### config.mk
export PLATFORM = sky130hd
export DESIGN_NAME = dcache_port_arbiter_flat
export DESIGN_NICKNAME = d
export VERILOG_FILES = /design/src/rtl/dcache_port_arbiter_if.sv /design/src/rtl/dcache_port_arbiter.sv /design/src/flat_wrapper.sv
export SDC_FILE = /design/constraint.sdc
export NUM_CORES = 1
export LEC_CHECK = 0
export ABC_AREA = 1
export CORE_MARGIN = 2
export CORE_UTILIZATION = 36
export DETAILED_ROUTE_END_ITERATION = 6
export HOLD_SLACK_MARGIN = 0.02
export PLACE_DENSITY = 0.75
export SYNTH_ARGS = -nofsm -noshare
export SYNTH_HDL_FRONTEND = slang
export SYNTH_SLANG_ARGS = --single-unit
### constraint.sdc
create_clock -name clk -period 1.6 [get_ports clk]
set_clock_uncertainty 0.2 [all_clocks]
set_input_delay 0.32 -clock clk [delete_from_list [all_inputs] [get_ports clk]]
set_output_delay 0.32 -clock clk [all_outputs]
set_load 0.03 [all_outputs]
### src/rtl/dcache_port_arbiter_if.sv
// Handshake bundle between the LSQ, the D-cache and the port arbiter.
// master: arbiter side; slave: queue/cache side.
interface dcache_port_arbiter_if #(
  parameter int ADDR_WIDTH = 32,
  parameter int DATA_WIDTH = 32,
  parameter int IDX_WIDTH  = 3
);
  logic                  ld_req_valid;
  logic [ADDR_WIDTH-1:0] ld_req_addr;
  logic [IDX_WIDTH-1:0]  ld_req_idx;
  logic                  ld_req_ready;
  logic                  st_req_valid;
  logic [ADDR_WIDTH-1:0] st_req_addr;
  logic [DATA_WIDTH-1:0] st_req_data;
  logic [IDX_WIDTH-1:0]  st_req_idx;
  logic                  st_req_ready;
  logic                  flush;
  logic                  dc_miss;
  logic                  dc_done;
  logic                  dc_req_valid;
  logic                  dc_req_write;
  logic [ADDR_WIDTH-1:0] dc_req_addr;
  logic [DATA_WIDTH-1:0] dc_req_data;
  logic [IDX_WIDTH-1:0]  dc_req_idx;
  logic                  ld_done_valid;
  logic [IDX_WIDTH-1:0]  ld_done_idx;
  logic                  st_done_valid;
  logic [IDX_WIDTH-1:0]  st_done_idx;
  logic                  busy;

  modport master (
    input  ld_req_valid, ld_req_addr, ld_req_idx,
    input  st_req_valid, st_req_addr, st_req_data,
    input  st_req_idx, flush, dc_miss, dc_done,
    output ld_req_ready, st_req_ready,
    output dc_req_valid, dc_req_write, dc_req_addr,
    output dc_req_data, dc_req_idx,
    output ld_done_valid, ld_done_idx,
    output st_done_valid, st_done_idx, busy
  );

  modport slave (
    output ld_req_valid, ld_req_addr, ld_req_idx,
    output st_req_valid, st_req_addr, st_req_data,
    output st_req_idx, flush, dc_miss, dc_done,
    input  ld_req_ready, st_req_ready,
    input  dc_req_valid, dc_req_write, dc_req_addr,
    input  dc_req_data, dc_req_idx,
    input  ld_done_valid, ld_done_idx,
    input  st_done_valid, st_done_idx, busy
  );
endinterface

### src/rtl/dcache_port_arbiter.sv
// Single-port D-cache sequencer: store-drain vs load-dispatch arbiter.
// Ports: clk, rst_n (async low), bus (master modport of the _if bundle).
module dcache_port_arbiter #(
  parameter int ADDR_WIDTH   = 32,
  parameter int DATA_WIDTH   = 32,
  parameter int IDX_WIDTH    = 3,
  parameter int STARVE_LIMIT = 4
) (
  input logic clk,
  input logic rst_n,
  dcache_port_arbiter_if.master bus
);
  localparam int SW = $clog2(STARVE_LIMIT + 1);

  typedef enum logic [1:0] {
    IDLE, ISSUE, MISS_WAIT
  } state_t;

  state_t                state_q, state_d;
  logic                  valid_q, valid_d;
  logic                  write_q, write_d;
  logic [ADDR_WIDTH-1:0] addr_q, addr_d;
  logic [DATA_WIDTH-1:0] data_q, data_d;
  logic [IDX_WIDTH-1:0]  idx_q, idx_d;
  logic [SW-1:0]         starve_q, starve_d;
  logic                  squash_q, squash_d;

  logic can_accept, st_pri, grant_st, grant_ld;
  logic ld_done, st_done;

  // Flush removes the load from contention so a
  // starved load cannot block a store that cycle.
  always_comb begin
    st_pri   = (starve_q < SW'(STARVE_LIMIT)) ||
               !bus.ld_req_valid || bus.flush;
    grant_st = can_accept && bus.st_req_valid && st_pri;
    grant_ld = can_accept && bus.ld_req_valid &&
               !bus.flush && !grant_st;
  end

  always_comb begin
    state_d    = state_q;
    valid_d    = valid_q;
    write_d    = write_q;
    addr_d     = addr_q;
    data_d     = data_q;
    idx_d      = idx_q;
    squash_d   = squash_q;
    can_accept = 1'b0;
    ld_done    = 1'b0;
    st_done    = 1'b0;

    unique case (state_q)
      IDLE: begin
        can_accept = 1'b1;
      end
      ISSUE: begin
        can_accept = !bus.dc_miss;
        if (!write_q && bus.flush) begin
          state_d = IDLE;
          valid_d = 1'b0;
        end else if (bus.dc_miss) begin
          state_d = MISS_WAIT;
        end else begin
          ld_done = !write_q;
          st_done = write_q;
          state_d = IDLE;
          valid_d = 1'b0;
        end
      end
      MISS_WAIT: begin
        if (bus.dc_done) begin
          ld_done  = !write_q && !squash_q && !bus.flush;
          st_done  = write_q;
          state_d  = IDLE;
          valid_d  = 1'b0;
          squash_d = 1'b0;
        end else if (!write_q && bus.flush) begin
          squash_d = 1'b1;
        end
      end
      default: begin
        state_d = IDLE;
        valid_d = 1'b0;
      end
    endcase

    if (grant_st) begin
      state_d = ISSUE;
      valid_d = 1'b1;
      write_d = 1'b1;
      addr_d  = bus.st_req_addr;
      data_d  = bus.st_req_data;
      idx_d   = bus.st_req_idx;
    end else if (grant_ld) begin
      state_d = ISSUE;
      valid_d = 1'b1;
      write_d = 1'b0;
      addr_d  = bus.ld_req_addr;
      data_d  = '0;
      idx_d   = bus.ld_req_idx;
    end
  end

  always_comb begin
    starve_d = starve_q;
    if (!bus.ld_req_valid || grant_ld)
      starve_d = '0;
    else if (starve_q < SW'(STARVE_LIMIT))
      starve_d = starve_q + SW'(1);
  end

  always_ff @(posedge clk or negedge rst_n) begin
    if (!rst_n) begin
      state_q  <= IDLE;
      valid_q  <= 1'b0;
      write_q  <= 1'b0;
      addr_q   <= '0;
      data_q   <= '0;
      idx_q    <= '0;
      starve_q <= '0;
      squash_q <= 1'b0;
    end else begin
      state_q  <= state_d;
      valid_q  <= valid_d;
      write_q  <= write_d;
      addr_q   <= addr_d;
      data_q   <= data_d;
      idx_q    <= idx_d;
      starve_q <= starve_d;
      squash_q <= squash_d;
    end
  end

  assign bus.ld_req_ready  = grant_ld;
  assign bus.st_req_ready  = grant_st;
  assign bus.dc_req_valid  = valid_q;
  assign bus.dc_req_write  = write_q;
  assign bus.dc_req_addr   = addr_q;
  assign bus.dc_req_data   = data_q;
  assign bus.dc_req_idx    = idx_q;
  assign bus.ld_done_valid = ld_done;
  assign bus.ld_done_idx   = idx_q;
  assign bus.st_done_valid = st_done;
  assign bus.st_done_idx   = idx_q;
  assign bus.busy          = (state_q != IDLE);
endmodule

### src/flat_wrapper.sv
// flat-port wrapper written by rule: the top's interface ports become plain ports
module dcache_port_arbiter_flat 
#(
  parameter int ADDR_WIDTH   = 32,
  parameter int DATA_WIDTH   = 32,
  parameter int IDX_WIDTH    = 3,
  parameter int STARVE_LIMIT = 4
)
  (clk, rst_n, bus_ld_req_valid, bus_ld_req_addr, bus_ld_req_idx, bus_st_req_valid, bus_st_req_addr, bus_st_req_data, bus_st_req_idx, bus_flush, bus_dc_miss, bus_dc_done, bus_ld_req_ready, bus_st_req_ready, bus_dc_req_valid, bus_dc_req_write, bus_dc_req_addr, bus_dc_req_data, bus_dc_req_idx, bus_ld_done_valid, bus_ld_done_idx, bus_st_done_valid, bus_st_done_idx, bus_busy);
  dcache_port_arbiter_if #(.ADDR_WIDTH(ADDR_WIDTH), .DATA_WIDTH(DATA_WIDTH), .IDX_WIDTH(IDX_WIDTH)) bus_i ();
  input logic clk;
  input logic rst_n;
  input wire logic [$bits(bus_i.ld_req_valid)-1:0] bus_ld_req_valid;
  input wire logic [$bits(bus_i.ld_req_addr)-1:0] bus_ld_req_addr;
  input wire logic [$bits(bus_i.ld_req_idx)-1:0] bus_ld_req_idx;
  input wire logic [$bits(bus_i.st_req_valid)-1:0] bus_st_req_valid;
  input wire logic [$bits(bus_i.st_req_addr)-1:0] bus_st_req_addr;
  input wire logic [$bits(bus_i.st_req_data)-1:0] bus_st_req_data;
  input wire logic [$bits(bus_i.st_req_idx)-1:0] bus_st_req_idx;
  input wire logic [$bits(bus_i.flush)-1:0] bus_flush;
  input wire logic [$bits(bus_i.dc_miss)-1:0] bus_dc_miss;
  input wire logic [$bits(bus_i.dc_done)-1:0] bus_dc_done;
  output wire logic [$bits(bus_i.ld_req_ready)-1:0] bus_ld_req_ready;
  output wire logic [$bits(bus_i.st_req_ready)-1:0] bus_st_req_ready;
  output wire logic [$bits(bus_i.dc_req_valid)-1:0] bus_dc_req_valid;
  output wire logic [$bits(bus_i.dc_req_write)-1:0] bus_dc_req_write;
  output wire logic [$bits(bus_i.dc_req_addr)-1:0] bus_dc_req_addr;
  output wire logic [$bits(bus_i.dc_req_data)-1:0] bus_dc_req_data;
  output wire logic [$bits(bus_i.dc_req_idx)-1:0] bus_dc_req_idx;
  output wire logic [$bits(bus_i.ld_done_valid)-1:0] bus_ld_done_valid;
  output wire logic [$bits(bus_i.ld_done_idx)-1:0] bus_ld_done_idx;
  output wire logic [$bits(bus_i.st_done_valid)-1:0] bus_st_done_valid;
  output wire logic [$bits(bus_i.st_done_idx)-1:0] bus_st_done_idx;
  output wire logic [$bits(bus_i.busy)-1:0] bus_busy;
  assign bus_i.ld_req_valid = bus_ld_req_valid;
  assign bus_i.ld_req_addr = bus_ld_req_addr;
  assign bus_i.ld_req_idx = bus_ld_req_idx;
  assign bus_i.st_req_valid = bus_st_req_valid;
  assign bus_i.st_req_addr = bus_st_req_addr;
  assign bus_i.st_req_data = bus_st_req_data;
  assign bus_i.st_req_idx = bus_st_req_idx;
  assign bus_i.flush = bus_flush;
  assign bus_i.dc_miss = bus_dc_miss;
  assign bus_i.dc_done = bus_dc_done;
  assign bus_ld_req_ready = bus_i.ld_req_ready;
  assign bus_st_req_ready = bus_i.st_req_ready;
  assign bus_dc_req_valid = bus_i.dc_req_valid;
  assign bus_dc_req_write = bus_i.dc_req_write;
  assign bus_dc_req_addr = bus_i.dc_req_addr;
  assign bus_dc_req_data = bus_i.dc_req_data;
  assign bus_dc_req_idx = bus_i.dc_req_idx;
  assign bus_ld_done_valid = bus_i.ld_done_valid;
  assign bus_ld_done_idx = bus_i.ld_done_idx;
  assign bus_st_done_valid = bus_i.st_done_valid;
  assign bus_st_done_idx = bus_i.st_done_idx;
  assign bus_busy = bus_i.busy;
  dcache_port_arbiter #(.ADDR_WIDTH(ADDR_WIDTH), .DATA_WIDTH(DATA_WIDTH), .IDX_WIDTH(IDX_WIDTH), .STARVE_LIMIT(STARVE_LIMIT)) u_core (.clk(clk), .rst_n(rst_n), .bus(bus_i));
endmodule
==> results of run 1 <==
critical path, cell delays in order, from the launching register on:
cell                       delay [ns]
sky130_fd_sc_hd__dfrtp_1         0.41
sky130_fd_sc_hd__inv_2           0.11
sky130_fd_sc_hd__ha_2            0.19
sky130_fd_sc_hd__nand2_1         0.07
sky130_fd_sc_hd__inv_2           0.08
sky130_fd_sc_hd__a21oi_4         0.04
sky130_fd_sc_hd__a211oi_4        0.17
sky130_fd_sc_hd__buf_6           0.16
kinds of logic (layout without fill, tap and decap cells):
kind of cell | Yosys count | in the layout | share of synthesized area, %
AO/OA/AOI/OAI | 9 | 9 | 1.43
XOR/XNOR | 1 | 1 | 0.244
adder cells (fa/ha/maj) | 4 | 4 | 1.39
buffers and inverters | 51 | 285 | 8.67
flip-flops | 75 | 75 | 52.2
multiplexers | 1 | 1 | 0.279
AND/OR/NAND/NOR | 272 | 272 | 35.8
state kept, by name, indices dropped and copies added (netlist names):
register,count
u_core.starve_q,3
u_core.bus.dc_req_addr,32
u_core.squash_q,1
u_core.bus.dc_req_valid,1
u_core.bus.dc_req_write,1
u_core.bus.dc_req_data,32
u_core.state_q,2
u_core.bus.dc_req_idx,3
layout make-up:
class | instances | area [sq um] | share of cell area, %
Timing Repair Buffer | 252 | 2850 | 39.2
Multi-Input combinational cell | 287 | 2110 | 29.1
Sequential cell | 75 | 1880 | 25.8
Tap cell | 133 | 166 | 2.29
Clock buffer | 9 | 124 | 1.71
Clock inverter | 7 | 68.8 | 0.947
Inverter | 17 | 68.8 | 0.947
metrics by stage:
step | worst slack [ns] | hold slack (ns) | power (W)
floorplan | -0.0810 | -0.176 | 0.00708
global placement | -0.409 | 0.0391 | 0.00979
detailed placement | -0.442 | 0.0466 | 0.00994
CTS | -0.492 | 0.235 | 0.0128
global route | -0.548 | 0.252 | 0.0141
finish | -0.490 | 0.234 | 0.0134
power groups by stage:
stage                     combinational [W]  clock, W  sequential, W
after floorplan                     0.00227         0        0.00482
after global placement              0.00650         0        0.00328
after detailed placement            0.00662         0        0.00332
after CTS                           0.00796   0.00147        0.00337
after global routing                0.00892   0.00158        0.00358
final                               0.00845   0.00146        0.00348
Yosys cell counts, drive strengths merged:
master / n
nand3: 137
nand4: 5
o21ai: 3
a21oi: 5
dfrtp: 75
nor2: 7
xor2: 1
a211oi: 1
mux2i: 1
nand2: 123
ha: 4
inv: 17
buf: 34
how the worst max path moves through the flow:
| stage | to | slack, ns | depth (start not counted) |
|---|---|---|---|
| 3_5_place_dp | u_core.bus.dc_req_addr[20] | -0.44 | 6 |
| 4_1_cts | bus_st_req_ready | -0.49 | 5 |
| 5_1_grt | bus_ld_done_valid | -0.55 | 7 |
| 3_3_place_gp | bus_ld_req_ready | -0.41 | 6 |
| 6_report | bus_ld_done_valid | -0.49 | 7 |
| 2_1_floorplan | bus_ld_done_valid | -0.08 | 4 |
timing repair:
action / CTS / global route
hold buffers: 1 / 0
endpoints found under the setup margin: 141 / 88
hold endpoints to repair: 75 / 0
cloned: 10 / 5
pin swaps: 12 / 56
resized for setup: 293 / 80
setup buffers: 17 / 13
layout by cell type, fill, tap and decap left out, types with 4 or more instances in the layout:
master	count
sky130_fd_sc_hd__buf_12	18
sky130_fd_sc_hd__buf_16	8
sky130_fd_sc_hd__buf_2	4
sky130_fd_sc_hd__buf_4	32
sky130_fd_sc_hd__buf_6	17
sky130_fd_sc_hd__clkbuf_16	4
sky130_fd_sc_hd__clkbuf_2	10
sky130_fd_sc_hd__clkbuf_8	9
sky130_fd_sc_hd__clkdlybuf4s15_2	48
sky130_fd_sc_hd__clkdlybuf4s50_1	107
sky130_fd_sc_hd__dfrtp_1	75
sky130_fd_sc_hd__inv_1	9
sky130_fd_sc_hd__inv_2	7
sky130_fd_sc_hd__nand2_1	107
sky130_fd_sc_hd__nand2_2	12
sky130_fd_sc_hd__nand3_1	37
sky130_fd_sc_hd__nand3_2	82
sky130_fd_sc_hd__nand3_4	18
sky130_fd_sc_hd__nand4_1	5
sky130_fd_sc_hd__nor2_1	5
metal layers:
metal | up-vias | wire length [um] | track usage, %
met5 | - | 0 | 0
li1 | 1827 | - | -
met4 | 0 | 206 | 5.98
met3 | 19 | 819 | 6.27
met2 | 154 | 7650 | 45.5
met1 | 1965 | 5280 | 27.6
==> impl_summary.txt, run 1 <==
----------------------------------------------------
[Status]
  Outcome ... finished, violations left
  Violated checks ... setup timing

[Cells and area]
  Synth-to-Final Area Change ... 102%
  Ant. Diodes ... 0
  Final instance area ... 7260 sq um
  Fraction of final layout cells with drive strength greater than 1 ... 45.3%
  Number of nets in the layout ... 755
  # fillers ... 702
  Final standard cell count with taps included and fillers excluded ... 780
  Share of the core filled with cells ... 74.7%

[Logic synthesis]
  Net count after synthesis ... 526
  Number of distinct library cells after synthesis ... 22
  Leading area contributor after synthesis ... sky130_fd_sc_hd__dfrtp_1
  Post-synthesis average cell area ... 8.70 sq um
  Number of synthesized register bits ... 75
  Proportion of netlist area held by the largest area contributor ... 52.2%
  Mapped Area ... 3590 sq um
  Count of yosys warnings during synthesis ... 0
  Sequential-to-total area share from yosys stat ... 52.2%
  Most area-consuming cells after synthesis ... sky130_fd_sc_hd__dfrtp_1 52%, sky130_fd_sc_hd__nand3_1 17%, sky130_fd_sc_hd__nand2_1 13%, sky130_fd_sc_hd__nand3_2 3.1%, sky130_fd_sc_hd__buf_2 2.5%
  Instance count of the mapped netlist ... 413

[Floorplan]
  Starting Density ... 36.9%
  Die height ... 104 um
  Core Footprint ... 9730 sq um
  I/O pin count ... 189
  Die X ... 104 um
  Area of the die ... 10800 sq um
  Core Rows ... 36

[Clock tree]
  Clock tree root driver cell ... sky130_fd_sc_hd__clkbuf_8
  CTS tree ... done
  Inserted Clock Buffers ... 9
  Clock H-tree levels ... 3
  Clock-pin slew of the registers on the worst-case setup and hold paths ... 0.09 ns
  Clock Path Buffers ... 2
  Insertion delay to the later sink of the worst-skew pair ... 0.33 ns
  Total clock sinks ... 75

[Worst setup path]
  Worst reg2reg path endpoint ... u_core.bus.dc_req_data[29]
  CP endpoint kind ... primary output
  Maximum fanout along the worst path ... 3
  Kind of launch point of the worst setup path ... flop
  Required time at the endpoint of the critical path ... 1.08 ns
  Setup Crit Path Kind ... reg -> out
  Setup crit start ... u_core.state_q[0]
  Setup slack of the most critical reg-to-reg path ... -0.34 ns
  Arrival time reported for the critical path endpoint ... 1.57 ns
  Worst reg-to-reg path cell count ... 11
  Launching point of the worst reg2reg path ... u_core.state_q[0]

[Placement]
  Post-Place Cells ... 728
  Cell Area, Placed ... 5730 sq um
  Port Buffers ... 188
  Detail Placement HPWL ... 8.08 mm
  Final weighted congestion of routability-driven global placement ... 0.822

[Global route]
  Global-route wire length before repair ... 21.1 mm
  Grt ovf ... 0
  Vias in the first global route ... 4129
  GR Util All Layers ... 24.4%
  Pin count of the biggest net entering global routing ... 34
  Number of antenna violations at the first check in global routing ... 0

[Timing]
  Actual transition at the worst max-transition pin ... 0.350 ns
  Max-slew headroom ... 76.6%
  Final critical-path setup slack ... -0.490 ns
  Final count of pins violating max slew ... 0
  Shortest period the worst path allows ... 2.09 ns
  Final clock period utilization by the worst path ... 131%
  Number of hold violations in the final report ... 0
  Summed negative setup slack over all endpoints ... -22.47 ns
  Max Clock Freq ... 0.479 GHz
  Final setup violation count ... 76
  RSZ-0062 raised after global routing ... true

[Pwr]
  Switch share ... 46.0%
  Power density cells ... 1840 nW/um^2
  Combinational share of power ... 63.1%
  Flop pwr share ... 26.0%
  Switching Power ... 0.00616 W
  Leak pwr ... 3.42 nW
  Internal Power ... 0.00724 W
  Part of the power in the clock network ... 10.9%
  Peak VDD IR ... 0.00103 V

[Flow run]
  Number of maximum-capacitance constraint violations ... 0

[Detailed routing]
  Number of DRC markers after the initial detailed-route iteration ... 149
  Via count of the routed design ... 3965
  Final WL ... 14.0 mm
  DRC violation count after routing ... 0
  Detailed-route vias per instance ... 5.08
  Total iterations of the first detailed-routing run ... 4
  Count of antenna-violating nets left after detailed routing ... 0
  Per-cell routed wire length ... 17.9 um

[Min path]
  Hold Path Class ... in -> async

----------------------------------------------------
Note: power is estimated with default switching activity, not from simulation.
==> run 2, diff against run 1 <==
CORE_UTILIZATION = 37   (was 36)
CTS_BUF_LIST = sky130_fd_sc_hd__clkbuf_4 sky130_fd_sc_hd__clkbuf_8   (was unset)
PLACE_DENSITY = 0.77   (was 0.75)
==> run 2 against run 1 <==
Effect of this change:
- the flow still finishes with violations (setup timing)
- register-to-register slack gained 0.08 ns
- count of clock-buffer cells in the layout grew 1
- sequential power shrank 4%
- routed wire length shrank 1.6%
- via count shrank 0.88%
- first-iteration DRC count grew 58%
- hold slack gained 0.066 ns
- core utilization shrank 3.1 points
- final area shrank 8.1%
- sequential share of layout area grew 2.3 points
- die area shrank 2.6%
- highest routed layer unchanged
==> impl_summary.txt, run 2 (synthesis gave the netlist of run 1 again) <==
----------------------------------------------------
[Floorplan]
  Core Footprint ... 9330 sq um
  Core Rows ... 35
  I/O pin count ... 189
  Die height ... 103 um
  Starting Density ... 38.5%
  Die X ... 103 um
  Area of the die ... 10500 sq um

[Pwr]
  Peak VDD IR ... 0.00112 V
  Leak pwr ... 3.15 nW
  Power density cells ... 1930 nW/um^2
  Overall Power ... 0.0129 W

[Timing]
  Actual transition at the worst max-transition pin ... 0.444 ns
  Max Clock Freq ... 0.484 GHz
  Max-slew headroom ... 70.4%
  RSZ-0062 raised after global routing ... true
  Hold slack final ... 0.300 ns
  Shortest period the worst path allows ... 2.07 ns
  Number of hold violations in the final report ... 0
  Final count of pins violating max slew ... 0
  Final critical-path setup slack ... -0.468 ns
  Final setup violation count ... 76
  Final clock period utilization by the worst path ... 129%

[Detailed routing]
  Final WL ... 13.7 mm
  Via count of the routed design ... 3930
  Detailed-route vias per instance ... 5.09
  Total iterations of the first detailed-routing run ... 5
  Count of antenna-violating nets left after detailed routing ... 0
  Per-cell routed wire length ... 17.8 um
  Number of DRC markers after the initial detailed-route iteration ... 236
  DRC violation count after routing ... 0

[Clock tree]
  Clock Path Buffers ... 2
  Total clock sinks ... 75
  Clock tree root driver cell ... sky130_fd_sc_hd__clkbuf_8
  Clock H-tree levels ... 3
  CTS tree ... done
  Inserted Clock Buffers ... 9
  Insertion delay to the later sink of the worst-skew pair ... 0.33 ns
  Clock-pin slew of the registers on the worst-case setup and hold paths ... 0.08 ns

[Worst setup path]
  Maximum fanout along the worst path ... 3
  Setup slack of the most critical reg-to-reg path ... -0.26 ns
  Kind of launch point of the worst setup path ... input pin
  CP endpoint kind ... primary output
  Crit path cell chain ... clkdlybuf4s50_1 > inv_1 > nand2_4 > buf_6 > a211oi_4 > buf_6
  Launching point of the worst reg2reg path ... u_core.state_q[0]
  Arrival time reported for the critical path endpoint ... 1.55 ns
  Setup crit start ... bus_dc_miss
  Max incr delay on CP ... 0.46 ns
  Setup Crit Path Kind ... in -> out
  Required time at the endpoint of the critical path ... 1.08 ns
  Critical path's slowest cell ... sky130_fd_sc_hd__clkdlybuf4s50_1
  Most repeated library cell on the critical path ... sky130_fd_sc_hd__buf_6

[Cells and area]
  Most frequent standard cell in the layout excluding fill and tap cells ... sky130_fd_sc_hd__nand3_1
  Highest-count cells in the layout ignoring fill and taps ... 124 x sky130_fd_sc_hd__nand3_1, 116 x sky130_fd_sc_hd__nand2_1, 106 x sky130_fd_sc_hd__clkdlybuf4s50_1, 75 x sky130_fd_sc_hd__dfrtp_1, 48 x sky130_fd_sc_hd__clkdlybuf4s15_2
  Number of nets in the layout ... 751
  Synth-to-Final Area Change ... 85.8%
  Ant. Diodes ... 0
  Fraction of final layout cells with drive strength greater than 1 ... 30.0%

[Min path]
  Hold Path Class ... reg -> reg
  Start point of the worst hold path ... u_core.bus.dc_req_data[1]

[Status]
  Outcome ... finished, violations left
  Violated checks ... setup timing

[Global route]
  Pin count of the biggest net entering global routing ... 76
  Grt ovf ... 0
  Number of antenna violations at the first check in global routing ... 0
  GR Util All Layers ... 22.4%
  Global-route wire length before repair ... 18.3 mm
  Vias in the first global route ... 3838

[Placement]
  Port Buffers ... 188
  Detail Placement HPWL ... 8.07 mm
  Final weighted congestion of routability-driven global placement ... 0.812

[Flow run]
  Number of maximum-capacitance constraint violations ... 0

----------------------------------------------------
run 2: cell count changes in the layout (fill, tap and decap cells not counted), sizes merged, moves of 2 or more:
cell    previous run  this run
buf               82        78
clkinv             4         1
clkbuf            23        21
nand3            137       139
run 2: final cells by class:
class	instances	area, sq um
flip-flops and latches	75	1880
fillers	703	2650
well taps	129	161
clock buffers	10	131
clock inverters	6	88.8
repair buffers	245	2760
inverters	17	71.3
multi-input cells	290	1590
run 2: repair_timing:
action	in CTS	in global routing
gates resized for setup	193	41
setup endpoints to repair	136	88
gates cloned	1	19
hold buffers	1	0
buffers inserted	3	6
endpoints found under the hold margin	75	0
pin swaps	2	3
run 2: power by group:
| part | switching, W | internal, W | leakage, nW | total [W] |
|---|---|---|---|---|
| Clock | 0.000749 | 0.000900 | 0.106 | 0.00165 |
| Combinational | 0.00439 | 0.00355 | 2.11 | 0.00793 |
| Sequential | 0.000590 | 0.00274 | 0.938 | 0.00333 |
run 2: final timing paths:
check / end / cells past startpoint
min reg2reg: u_core.bus.dc_req_data[1] / 2
max in group asynchronous: u_core.bus.dc_req_data[30] / 3
max reg2reg: u_core.bus.dc_req_data[25] / 10
min: u_core.bus.dc_req_data[1] / 2
max: bus_ld_done_valid / 6
min in group asynchronous: u_core.squash_q / 3
run 2: through the flow:
stage | TNS [ns] | util, % | cells | setup slack (ns) | instance area, sq um
5_1_grt | -23.76 | 71.6 | 772 | -0.528 | 6680
3_3_place_gp | -25.51 | 61.8 | 726 | -0.360 | 5760
2_1_floorplan | -3.65 | - | 413 | -0.0810 | 3620
4_1_cts | -12.83 | 66.6 | 747 | -0.478 | 6210
6_report | -18.76 | 71.6 | 772 | -0.468 | 6680
3_5_place_dp | -29.13 | 61.8 | 726 | -0.426 | 5760
run 2: layer usage:
layer / GRT usage [%] / up-vias / share of wire, %
met5: 0 / - / 0
met4: 9.33 / 0 / 2.1
met3: 4.20 / 27 / 8.3
met2: 39.6 / 217 / 51
met1: 26.8 / 1859 / 38
li1: - / 1827 / -
run 2: critical path, delay by kind of cell:
kind	cells	cell delay (ns)
AND/OR/NAND/NOR	1	0.10
buffers and inverters	4	0.94
AO/OA/AOI/OAI	1	0.19
==> run 3, diff against run 2 <==
CELL_PAD_IN_SITES_DETAIL_PLACEMENT = 1   (was unset)
CELL_PAD_IN_SITES_GLOBAL_PLACEMENT = 1   (was unset)
CORE_UTILIZATION = 26   (was 37)
TNS_END_PERCENT = 1   (was unset)
==> run 3 against run 2 <==
Effect of this change:
- the run still ends with setup timing left
- count of clock-buffer cells in the layout grew 3
- routed wire length grew 0.34%
- total power shrank 9.6%
- via count shrank 4.5%
- global-route usage shrank 3.4 points
- final area shrank 6.4%
- largest power group unchanged
- first-iteration DRC count shrank 40%
==> impl_summary.txt, run 3 (synthesis gave the netlist of run 1 again) <==
----------------------------------------------------
[Detailed routing]
  Uppermost layer routed ... met4
  Via count of the routed design ... 3752
  Detailed-routing wirelength on met1 ... 5.46 mm
  Detailed-route vias per instance ... 4.74
  Per-cell routed wire length ... 17.4 um
  DRC violation count after routing ... 0
  Number of DRC markers after the initial detailed-route iteration ... 142
  Met2 wire length ... 6.98 mm
  Final WL ... 13.8 mm
  Amount of wire on met3 after detailed routing ... 985 um
  Count of antenna-violating nets left after detailed routing ... 0
  Total iterations of the first detailed-routing run ... 4

[Placement]
  Port Buffers ... 188
  Cell Area, Placed ... 5840 sq um
  Final weighted congestion of routability-driven global placement ... 0.802
  Detail Placement HPWL ... 10.0 mm

[Clock tree]
  Inserted Clock Buffers ... 9
  Total clock sinks ... 75
  Clock H-tree levels ... 3
  Clock-pin slew of the registers on the worst-case setup and hold paths ... 0.08 ns
  Insertion delay to the later sink of the worst-skew pair ... 0.35 ns
  CTS tree ... done
  Clock tree root driver cell ... sky130_fd_sc_hd__clkbuf_8
  Clock Path Buffers ... 2

[Worst setup path]
  Required time at the endpoint of the critical path ... 1.08 ns
  CP endpoint kind ... primary output
  Setup Crit Path Kind ... reg -> out
  Launching point of the worst reg2reg path ... u_core.state_q[1]
  Max incr delay on CP ... 0.38 ns
  Critical path's slowest cell ... sky130_fd_sc_hd__dfrtp_1
  Crit-path leading delay family ... flip-flops
  Buffers & Inverters on Critical Path ... 2
  Arrival time reported for the critical path endpoint ... 1.60 ns
  Crit path cell chain ... inv_2 > ha_4 > nand3_2 > a211oi_4 > buf_6
  Kind of launch point of the worst setup path ... flop
  Setup crit start ... u_core.state_q[0]
  Maximum fanout along the worst path ... 3

[Pwr]
  Leak pwr ... 2.89 nW
  Overall Power ... 0.0117 W
  Power density cells ... 1870 nW/um^2
  Peak VDD IR ... 0.000935 V

[Global route]
  GR Util All Layers ... 19.0%
  Number of antenna violations at the first check in global routing ... 0
  Pin count of the biggest net entering global routing ... 38
  Grt ovf ... 0
  Global-route wire length before repair ... 21.5 mm
  Vias in the first global route ... 4229

[Cells and area]
  # fillers ... 1556
  Share of the core filled with cells ... 46.8%
  Register cell area after layout ... 1880 sq um
  Most frequent standard cell in the layout excluding fill and tap cells ... sky130_fd_sc_hd__nand3_1
  Combined area of the multi-input logic cells ... 1500 sq um
  Number of nets in the layout ... 726
  Synth-to-Final Area Change ... 73.8%
  Ant. Diodes ... 0
  Highest-count cells in the layout ignoring fill and taps ... 124 x sky130_fd_sc_hd__nand3_1, 117 x sky130_fd_sc_hd__nand2_1, 107 x sky130_fd_sc_hd__clkdlybuf4s50_1, 75 x sky130_fd_sc_hd__dfrtp_1, 57 x sky130_fd_sc_hd__clkdlybuf4s15_2
  Final instance area ... 6250 sq um
  Fraction of final layout cells with drive strength greater than 1 ... 26.7%

[Timing]
  Summed negative setup slack over all endpoints ... -15.04 ns
  Actual transition at the worst max-transition pin ... 0.359 ns
  Final setup violation count ... 76
  Final critical-path setup slack ... -0.517 ns
  Number of hold violations in the final report ... 0
  RSZ-0062 raised after global routing ... true
  Shortest period the worst path allows ... 2.12 ns
  Max-slew headroom ... 76.1%
  Max Clock Freq ... 0.472 GHz
  Final count of pins violating max slew ... 0
  Final clock period utilization by the worst path ... 132%

[Status]
  Outcome ... finished, violations left
  Violated checks ... setup timing

[Flow run]
  Number of maximum-capacitance constraint violations ... 0

[Floorplan]
  Die height ... 122 um
  I/O pin count ... 189
  Starting Density ... 26.9%
  Die X ... 122 um
  Core Rows ... 42
  Core Footprint ... 13300 sq um
  Area of the die ... 14800 sq um

[Min path]
  Hold Path Class ... in -> async

----------------------------------------------------
## run 3: cell count changes in the layout (fill, tap and decap cells not counted), moves of 3 or more
cell	before	now
sky130_fd_sc_hd__clkdlybuf4s15_2	48	57
sky130_fd_sc_hd__buf_12	16	19
sky130_fd_sc_hd__buf_6	14	8
sky130_fd_sc_hd__nand3_4	4	1
sky130_fd_sc_hd__clkbuf_16	10	0
sky130_fd_sc_hd__buf_2	8	2
sky130_fd_sc_hd__buf_8	3	0
sky130_fd_sc_hd__nand2_8	3	0
sky130_fd_sc_hd__buf_4	35	29
## run 3: per-layer routing
layer  up-vias  GRT usage, %
li1       1757             -
met1      1829          20.9
met2       142          34.3
met3        24          5.10
met4         0          7.97
met5         -             0
## run 3: per-stage QoR
stage          instances  hold slack (ns)  setup slack [ns]
6_report             791            0.186            -0.517
5_1_grt              791            0.199            -0.593
4_1_cts              789            0.177            -0.510
3_5_place_dp         770           0.0220            -0.455
3_3_place_gp         770           0.0217            -0.365
2_1_floorplan        413           -0.176           -0.0810
## run 3: report_power, final
part           internal, W  switching [W]
registers          0.00275       0.000614
logic              0.00295        0.00408
clock network     0.000634       0.000661
total              0.00633        0.00535
## run 3: cell type report
class                      count  share of cell area [%]
clock buffer                  13                    2.56
sequential                    75                    30.0
multi-input combinational    287                    24.1
inverter                      17                    1.02
timing repair buffer         223                    38.8
tap                          176                    3.53
## run 3: path summary, 6_finish.rpt
| kind | end | slack (ns) | depth (start not counted) |
|---|---|---|---|
| max reg2reg | u_core.bus.dc_req_addr[24] | -0.24 | 9 |
| min in group clk | u_core.bus.dc_req_data[14] | 0.30 | 3 |
| max | bus_ld_done_valid | -0.52 | 5 |
| min | u_core.bus.dc_req_addr[25] | 0.19 | 2 |
| min reg2reg | u_core.bus.dc_req_data[11] | 0.31 | 2 |
| max in group asynchronous | u_core.bus.dc_req_data[7] | 0.53 | 3 |
## run 3: what timing repair did
item	4_1_cts	5_1_grt
pin swaps	2	16
setup buffers	5	2
hold endpoints to repair	75	0
gates resized for setup	198	13
hold buffers	1	0
setup endpoints to repair	139	97
## run 3: worst reg2reg max path, stage by stage, from the launching register on
cell and delay (ns):
sky130_fd_sc_hd__dfrtp_1 0.41, sky130_fd_sc_hd__inv_2 0.12, sky130_fd_sc_hd__ha_4 0.18, sky130_fd_sc_hd__nand2_4 0.09
sky130_fd_sc_hd__a21oi_4 0.18, sky130_fd_sc_hd__buf_4 0.13, sky130_fd_sc_hd__buf_4 0.12, sky130_fd_sc_hd__buf_12 0.16
sky130_fd_sc_hd__nand3_1 0.11, sky130_fd_sc_hd__nand3_1 0.10
